===== config.mk =====
export PLATFORM = sky130hd
export DESIGN_NAME = rsa_modexp_core
export DESIGN_NICKNAME = d
export VERILOG_FILES = /design/src/rtl/rsa_pkg.sv /design/src/rtl/rsa_mont_mul.sv /design/src/rtl/rsa_modexp_core.sv
export SDC_FILE = /design/constraint.sdc
export NUM_CORES = 1
export LEC_CHECK = 0
export BUFFER_PORTS_ARGS = -buffer_cell sky130_fd_sc_hd__buf_2
export CAP_MARGIN = 20
export CORE_MARGIN = 1
export CORE_UTILIZATION = 25
export CTS_CLUSTER_SIZE = 8
export DETAILED_ROUTE_END_ITERATION = 10
export GPL_TIMING_DRIVEN = 1
export PLACE_DENSITY = 0.48
export SKIP_CTS_REPAIR_TIMING = 1
export SLEW_MARGIN = 25
export SYNTH_ARGS = -nofsm -noshare
export SYNTH_HDL_FRONTEND = slang
export SYNTH_HIERARCHICAL = 1
export SYNTH_SLANG_ARGS = --single-unit

===== constraint.sdc =====
create_clock -name clk -period 3.35 [get_ports clk]
set_input_delay 0.67 -clock clk [delete_from_list [all_inputs] [get_ports clk]]
set_output_delay 0.67 -clock clk [all_outputs]
set_load 0.02 [all_outputs]

===== src/rtl/rsa_pkg.sv =====
// Shared types and constants for the RSA modular-exponentiation slice.
package rsa_pkg;

   localparam int unsigned RSA_WIDTH         = 8;
   localparam int unsigned RSA_MONPRO_CYCLES = RSA_WIDTH + 2;

   localparam int unsigned CMD_START_BIT = 0;
   localparam int unsigned CMD_STOP_BIT  = 1;
   localparam int unsigned STAT_DONE_BIT = 0;
   localparam int unsigned STAT_ERR_BIT  = 1;

   typedef enum logic [2:0] {
      StIdle,
      StPreM,
      StPreX,
      StSqr,
      StMul,
      StPost,
      StDone
   } modexp_state_t;

endpackage


===== src/rtl/rsa_mont_mul.sv =====
// Bit-serial Montgomery product p = a*b*2^-WIDTH mod n.
// done pulses WIDTH+1 cycles after start; p is valid while done is high.
module rsa_mont_mul #(
   parameter int unsigned WIDTH = 8
) (
   input  logic             clk,
   input  logic             rst_n,
   input  logic             clear,
   input  logic             start,
   input  logic [WIDTH-1:0] a,
   input  logic [WIDTH-1:0] b,
   input  logic [WIDTH-1:0] n,
   output logic [WIDTH-1:0] p,
   output logic             done
);

   localparam int unsigned CW = (WIDTH > 1) ? $clog2(WIDTH) : 1;

   logic [WIDTH-1:0] a_q, b_q, n_q;
   logic [WIDTH+1:0] t_q, t_add, t_odd;
   logic [CW-1:0]    cnt_q;
   logic             run_q, done_q;

   always_comb begin
      t_add = t_q + (a_q[0] ? {2'b00, b_q} : '0);
      t_odd = t_add[0] ? (t_add + {2'b00, n_q}) : t_add;
   end

   // Final conditional subtract is done combinationally in the cycle done is high.
   assign p    = (t_q >= {2'b00, n_q}) ? WIDTH'(t_q - {2'b00, n_q}) : t_q[WIDTH-1:0];
   assign done = done_q;

   always_ff @(posedge clk) begin
      if (!rst_n || clear) begin
         a_q    <= '0;
         b_q    <= '0;
         n_q    <= '0;
         t_q    <= '0;
         cnt_q  <= '0;
         run_q  <= 1'b0;
         done_q <= 1'b0;
      end else begin
         done_q <= 1'b0;
         if (start) begin
            a_q   <= a;
            b_q   <= b;
            n_q   <= n;
            t_q   <= '0;
            cnt_q <= '0;
            run_q <= 1'b1;
         end else if (run_q) begin
            t_q   <= t_odd >> 1;
            a_q   <= a_q >> 1;
            cnt_q <= cnt_q + CW'(1);
            if (cnt_q == CW'(WIDTH - 1)) begin
               run_q  <= 1'b0;
               done_q <= 1'b1;
            end
         end
      end
   end

endmodule


===== src/rtl/rsa_modexp_core.sv =====
// Montgomery left-to-right square-and-multiply engine: result = M^E mod N.
// Define RSA_OPERAND_CHECK_EN to reject bad operands at launch with error_o.
module rsa_modexp_core
   import rsa_pkg::*;
#(
   parameter int unsigned WIDTH = RSA_WIDTH
) (
   input  logic             clk,
   input  logic             rst_n,
   input  logic             start_i,
   input  logic             stop_i,
   input  logic [WIDTH-1:0] plain_text_i,
   input  logic [WIDTH-1:0] exp_i,
   input  logic [WIDTH-1:0] mod_i,
   input  logic [WIDTH-1:0] mont_const_i,
   output logic [WIDTH-1:0] result_o,
   output logic             busy_o,
   output logic             done_o,
   output logic             error_o
);

   localparam int unsigned KW = (WIDTH > 1) ? $clog2(WIDTH) : 1;

   modexp_state_t    state_q;
   logic             start_q, mul_start_q, busy_q, done_q, error_q;
   logic [WIDTH-1:0] m_q, e_q, n_q, r2_q, mb_q, xb_q, result_q;
   logic [KW-1:0]    k_q;
   logic [WIDTH-1:0] mul_a, mul_b, mul_p;
   logic             mul_done, launch, operand_bad;

   assign launch = start_i & ~start_q & ~stop_i & ((state_q == StIdle) || (state_q == StDone));

`ifdef RSA_OPERAND_CHECK_EN
   assign operand_bad = ~mod_i[0] | (mod_i < WIDTH'(3)) | (plain_text_i >= mod_i);
`else
   assign operand_bad = 1'b0;
`endif

   always_comb begin
      mul_a = xb_q;
      mul_b = xb_q;
      case (state_q)
         StPreM:  begin mul_a = m_q;       mul_b = r2_q; end
         StPreX:  begin mul_a = WIDTH'(1); mul_b = r2_q; end
         StMul:   mul_b = mb_q;
         StPost:  mul_b = WIDTH'(1);
         default: ;
      endcase
   end

   rsa_mont_mul #(.WIDTH(WIDTH)) u_mont_mul (
      .clk   (clk),
      .rst_n (rst_n),
      .clear (stop_i),
      .start (mul_start_q),
      .a     (mul_a),
      .b     (mul_b),
      .n     (n_q),
      .p     (mul_p),
      .done  (mul_done)
   );

   // Each MonPro result is consumed on the same edge that issues the next one.
   always_ff @(posedge clk) begin
      if (!rst_n) begin
         state_q     <= StIdle;
         start_q     <= 1'b0;
         mul_start_q <= 1'b0;
         busy_q      <= 1'b0;
         done_q      <= 1'b0;
         error_q     <= 1'b0;
         m_q         <= '0;
         e_q         <= '0;
         n_q         <= '0;
         r2_q        <= '0;
         mb_q        <= '0;
         xb_q        <= '0;
         result_q    <= '0;
         k_q         <= '0;
      end else begin
         start_q     <= start_i;
         mul_start_q <= 1'b0;
         if (stop_i) begin
            state_q <= StIdle;
            busy_q  <= 1'b0;
            done_q  <= 1'b0;
         end else if (launch) begin
            m_q     <= plain_text_i;
            e_q     <= exp_i;
            n_q     <= mod_i;
            r2_q    <= mont_const_i;
            k_q     <= KW'(WIDTH - 1);
            done_q  <= 1'b0;
            error_q <= 1'b0;
            if (operand_bad) begin
               state_q  <= StDone;
               done_q   <= 1'b1;
               error_q  <= 1'b1;
               result_q <= '0;
            end else begin
               state_q     <= StPreM;
               busy_q      <= 1'b1;
               mul_start_q <= 1'b1;
            end
         end else if (mul_done) begin
            mul_start_q <= 1'b1;
            case (state_q)
               StPreM: begin
                  mb_q    <= mul_p;
                  state_q <= StPreX;
               end
               StPreX: begin
                  xb_q    <= mul_p;
                  state_q <= StSqr;
               end
               StSqr: begin
                  xb_q <= mul_p;
                  if (e_q[k_q])          state_q <= StMul;
                  else if (k_q == '0)    state_q <= StPost;
                  else                   k_q     <= k_q - KW'(1);
               end
               StMul: begin
                  xb_q <= mul_p;
                  if (k_q == '0) begin
                     state_q <= StPost;
                  end else begin
                     k_q     <= k_q - KW'(1);
                     state_q <= StSqr;
                  end
               end
               StPost: begin
                  result_q    <= mul_p;
                  done_q      <= 1'b1;
                  busy_q      <= 1'b0;
                  state_q     <= StDone;
                  mul_start_q <= 1'b0;
               end
               default: mul_start_q <= 1'b0;
            endcase
         end
      end
   end

   assign result_o = result_q;
   assign busy_o   = busy_q;
   assign done_o   = done_q;
   assign error_o  = error_q;

endmodule

==> impl_metrics.csv <==
group,metric,value,unit
detailed_routing,post_drt_via_cell_ratio,4.82,
critical_path,crit_required,3.64,ns
global_routing,gr-total-overflow,0,
clock_network,source_to_sink_clock_delay_at_the_later_pin_of_the_worst_skew_pair,0.35,ns
final_layout,fin_util,29.0,%
timing,final_critical_delay_including_setup_and_external_delays,3.13,ns
placement,placedInstanceArea,0.00631,mm2
logic_synthesis,cell_types_with_the_largest_area_share_after_synthesis,"dfxtp_1 36%, mux2i_1 9.5%, a21oi_1 7.1%, nand2_1 6.7%, ha_1 5.8%",
logic_synthesis,synth_enable_flop_cells,0,
final_layout,fraction_of_final_layout_cells_sized_beyond_drive_strength_1,11.9,%
logic_synthesis,synth_warnings,6,
timing,worst_slack,0.216,ns
detailed_routing,detail_route.iter0.violations,267,
global_routing,grt_first_pass_wirelength,24900,um
placement,dpl_worst_slack,0.260,ns
status,run_status,"completed",
timing,finalHoldWorstSlack,0.456,ns
timing,worst_pin_slew,0.915,ns
job,drv.max_cap_violation_count,0,
clock_network,clock_sink_count,104,
logic_synthesis,yosys.cell_types.count,70,
worst_hold_path,min-delay-path-class,"flop to flop",
timing,setup-violations-final,0,
critical_path,worst_setup_path_end_kind,"flop",
timing,post-route-period-util,93.5,%
detailed_routing,drt-total-wl,15200,um
logic_synthesis,synthArstFlopShare,0,%
global_routing,antenna_found_initial,0,
pwr,power_per_cell_area,373,mW/mm2
logic_synthesis,synth_fp_nets,787,
floorplanning,top_level_ports,47,
critical_path,crit_arrival,3.43,ns
detailed_routing,detail_route.drc_violations,0,
timing,worst_case_headroom_to_the_max_slew_limit,38.9,%
floorplanning,rows,55,
clock_network,root_buffer,"clkbuf_16",
clock_network,numCtsBuffers,9,
timing,rsz_0062_raised_after_global_routing,"false",
clock_network,cts_tree,"done",
global_routing,grt_pass1_vias,4654,
detailed_routing,route.vias.total,5012,
clock_network,clock_path_buffers,2,
placement,post-dp-hpwl,11300,um
clock_network,clock_pin_slew_on_the_worst_setup_and_hold_paths,0.07,ns
timing,timing.setup.tns,0,ns
final_layout,area_growth_syn_to_layout,13.4,%
logic_synthesis,synth_area_per_cell,8.05,um2
critical_path,path_max_fanout,4,
final_layout,antenna-diode-count,0,
floorplanning,die_width,154,um
pwr,power.leakage,0.00251,uW
detailed_routing,routed_wire_length_per_instance,14.7,um
final_layout,final_cell_area,0.00659,mm2
clock_network,h-tree-depth,3,
global_routing,groute.usage.overall,13.2,%
global_routing,grt_start_max_net_pins,46,
logic_synthesis,synth_top_cell_by_area,"dfxtp_1",
floorplanning,die_h,154,um
timing,finalMaxSlewViolations,0,
logic_synthesis,netlist_area,0.00581,mm2
final_layout,fillers,2511,
detailed_routing,antenna_left,0,
critical_path,setup.worst_path.start_class,"flop",
logic_synthesis,synth_seq_cells,104,
floorplanning,die_area,0.0238,mm2
placement,globalplace.congestion,0.812,
timing,timing.fmax,0.319,GHz
critical_path,criticalPathCategory,"flop to flop",
timing,finalHoldViolCount,0,
logic_synthesis,ys_seq_area_share,35.9,%
floorplanning,core_area,0.0227,mm2
detailed_routing,drt_pre_antenna_iters,5,
logic_synthesis,yosysTopAreaCellShare,35.9,%
floorplanning,initial_standard_cell_utilization_of_the_core,25.6,%
pwr,ir_worst_vdd,0.214,mV
placement,placement.io_buffers,45,
logic_synthesis,yosys_most_used_dff,"dfxtp_1",
logic_synthesis,postSynthCellCount,721,
timing,clock_skew,0.00942,ns
final_layout,layout.nets,816,
## routing by layer
metal  vias up  global-route usage (%)  share of wire [%]  wire length, um
met5         -                       0                  0                0
met3        14                    2.27                3.2              481
li1       2569                       -                  -                -
met4         0                    3.30                1.2              184
met2        73                    21.6                 47             7090
met1      2356                    17.9                 49             7480
## per-stage QoR
stage               power [uW]  std cells
floorplan                 1410        721
global placement          1470       1024
detailed placement        1470       1024
CTS                       2480       1040
global route              2570       1040
finish                    2450       1040
## worst paths after layout
check                                       from                        endpoint  slack, ns  depth (start not counted)
setup / recovery  u_mont_mul/a_q[0]$_SDFFE_PP0P_  u_mont_mul/t_q[8]$_SDFFE_PP0P_       0.22                         13
hold reg to reg              e_q[4]$_SDFFE_PN0P_             e_q[4]$_SDFFE_PN0P_       0.46                          2
hold / removal               e_q[4]$_SDFFE_PN0P_             e_q[4]$_SDFFE_PN0P_       0.46                          2
setup reg to reg  u_mont_mul/a_q[0]$_SDFFE_PP0P_  u_mont_mul/t_q[8]$_SDFFE_PP0P_       0.22                         13
## layout make-up
type | instances | area [um2] | share of cell area (%)
clock inverters | 4 | 28.8 | 0.437
flip-flops and latches | 104 | 2080 | 31.6
repair buffers | 62 | 353 | 5.36
well taps | 285 | 357 | 5.41
multi-input cells | 548 | 3430 | 52.0
inverters | 25 | 93.8 | 1.42
clock buffers | 12 | 246 | 3.74
## cell usage in the layout, fill, tap and decap left out, drive strengths merged, types with 6 or more instances in the layout
master  count
a211oi     11
a21oi      83
a22oi       8
and2       12
buf        62
clkbuf     12
dfxtp     104
ha         27
inv        25
mux2i      55
nand2     105
nand2b      6
nand3       6
nor2       84
nor2b      12
nor3        7
o21ai      42
o22a        7
xnor2      10
## Yosys cell counts (7+ instances only)
cell / number
a211oi_1: 11
a21oi_1: 82
a22oi_1: 8
and2_1: 11
buf_2: 16
clkbuf_1: 23
dfxtp_1: 104
ha_1: 27
inv_1: 25
mux2i_1: 55
nand2_1: 104
nor2_1: 83
nor2b_1: 12
nor3_1: 7
o21ai_0: 38
o22a_1: 7
xnor2_1: 10
## state kept, by name, summed over array words and instances (netlist names)
signal	flops
state_q	3
u_mont_mul/n_q	8
result_o	8
u_mont_mul/t_q	9
start_q	1
r2_q	8
u_mont_mul/run_q	1
e_q	8
u_mont_mul/done	1
u_mont_mul/b_q	8
xb_q	8
done_o	1
mul_start_q	1
busy_o	1
u_mont_mul/a_q	8
u_mont_mul/cnt_q	3
k_q	3
mb_q	8
m_q	8
n_q	8
## critical path, stage by stage (launching register included)
cell and delay (ns):
dfxtp_1 0.32, and2_1 0.15, ha_1 0.21, fa_1 0.44
a21o_1 0.18, a211oi_1 0.26, nor2_1 0.09, ha_1 0.35
nand2_1 0.08, a21oi_2 0.16, o2111ai_1 0.16, a211o_1 0.33
o32a_1 0.28, nand2_1 0.06
## cell families (layout without fill, tap and decap cells)
logic type | Yosys count | count (layout) | share of synthesized area (%)
DFF | 104 | 104 | 35.9
AOI/OAI and AO/OA | 194 | 194 | 20.4
adders and majority gates | 30 | 30 | 6.85
muxes | 58 | 58 | 10.3
buffers and inverters | 69 | 103 | 5.13
other | 1 | 1 | 0.0646
xor gates and xnor gates | 14 | 14 | 2.11
and+or+nand+nor | 251 | 251 | 19.3
## report_power, final
| part | internal (uW) | switching (uW) | leakage, uW | total [uW] |
|---|---|---|---|---|
| clock | 528 | 490 | 0.000129 | 1020 |
| sequential | 1260 | 18.2 | 0.000841 | 1280 |
| combinational | 62.3 | 99.2 | 0.00154 | 162 |
No activity file was read; power rests on OpenSTA's default activity.
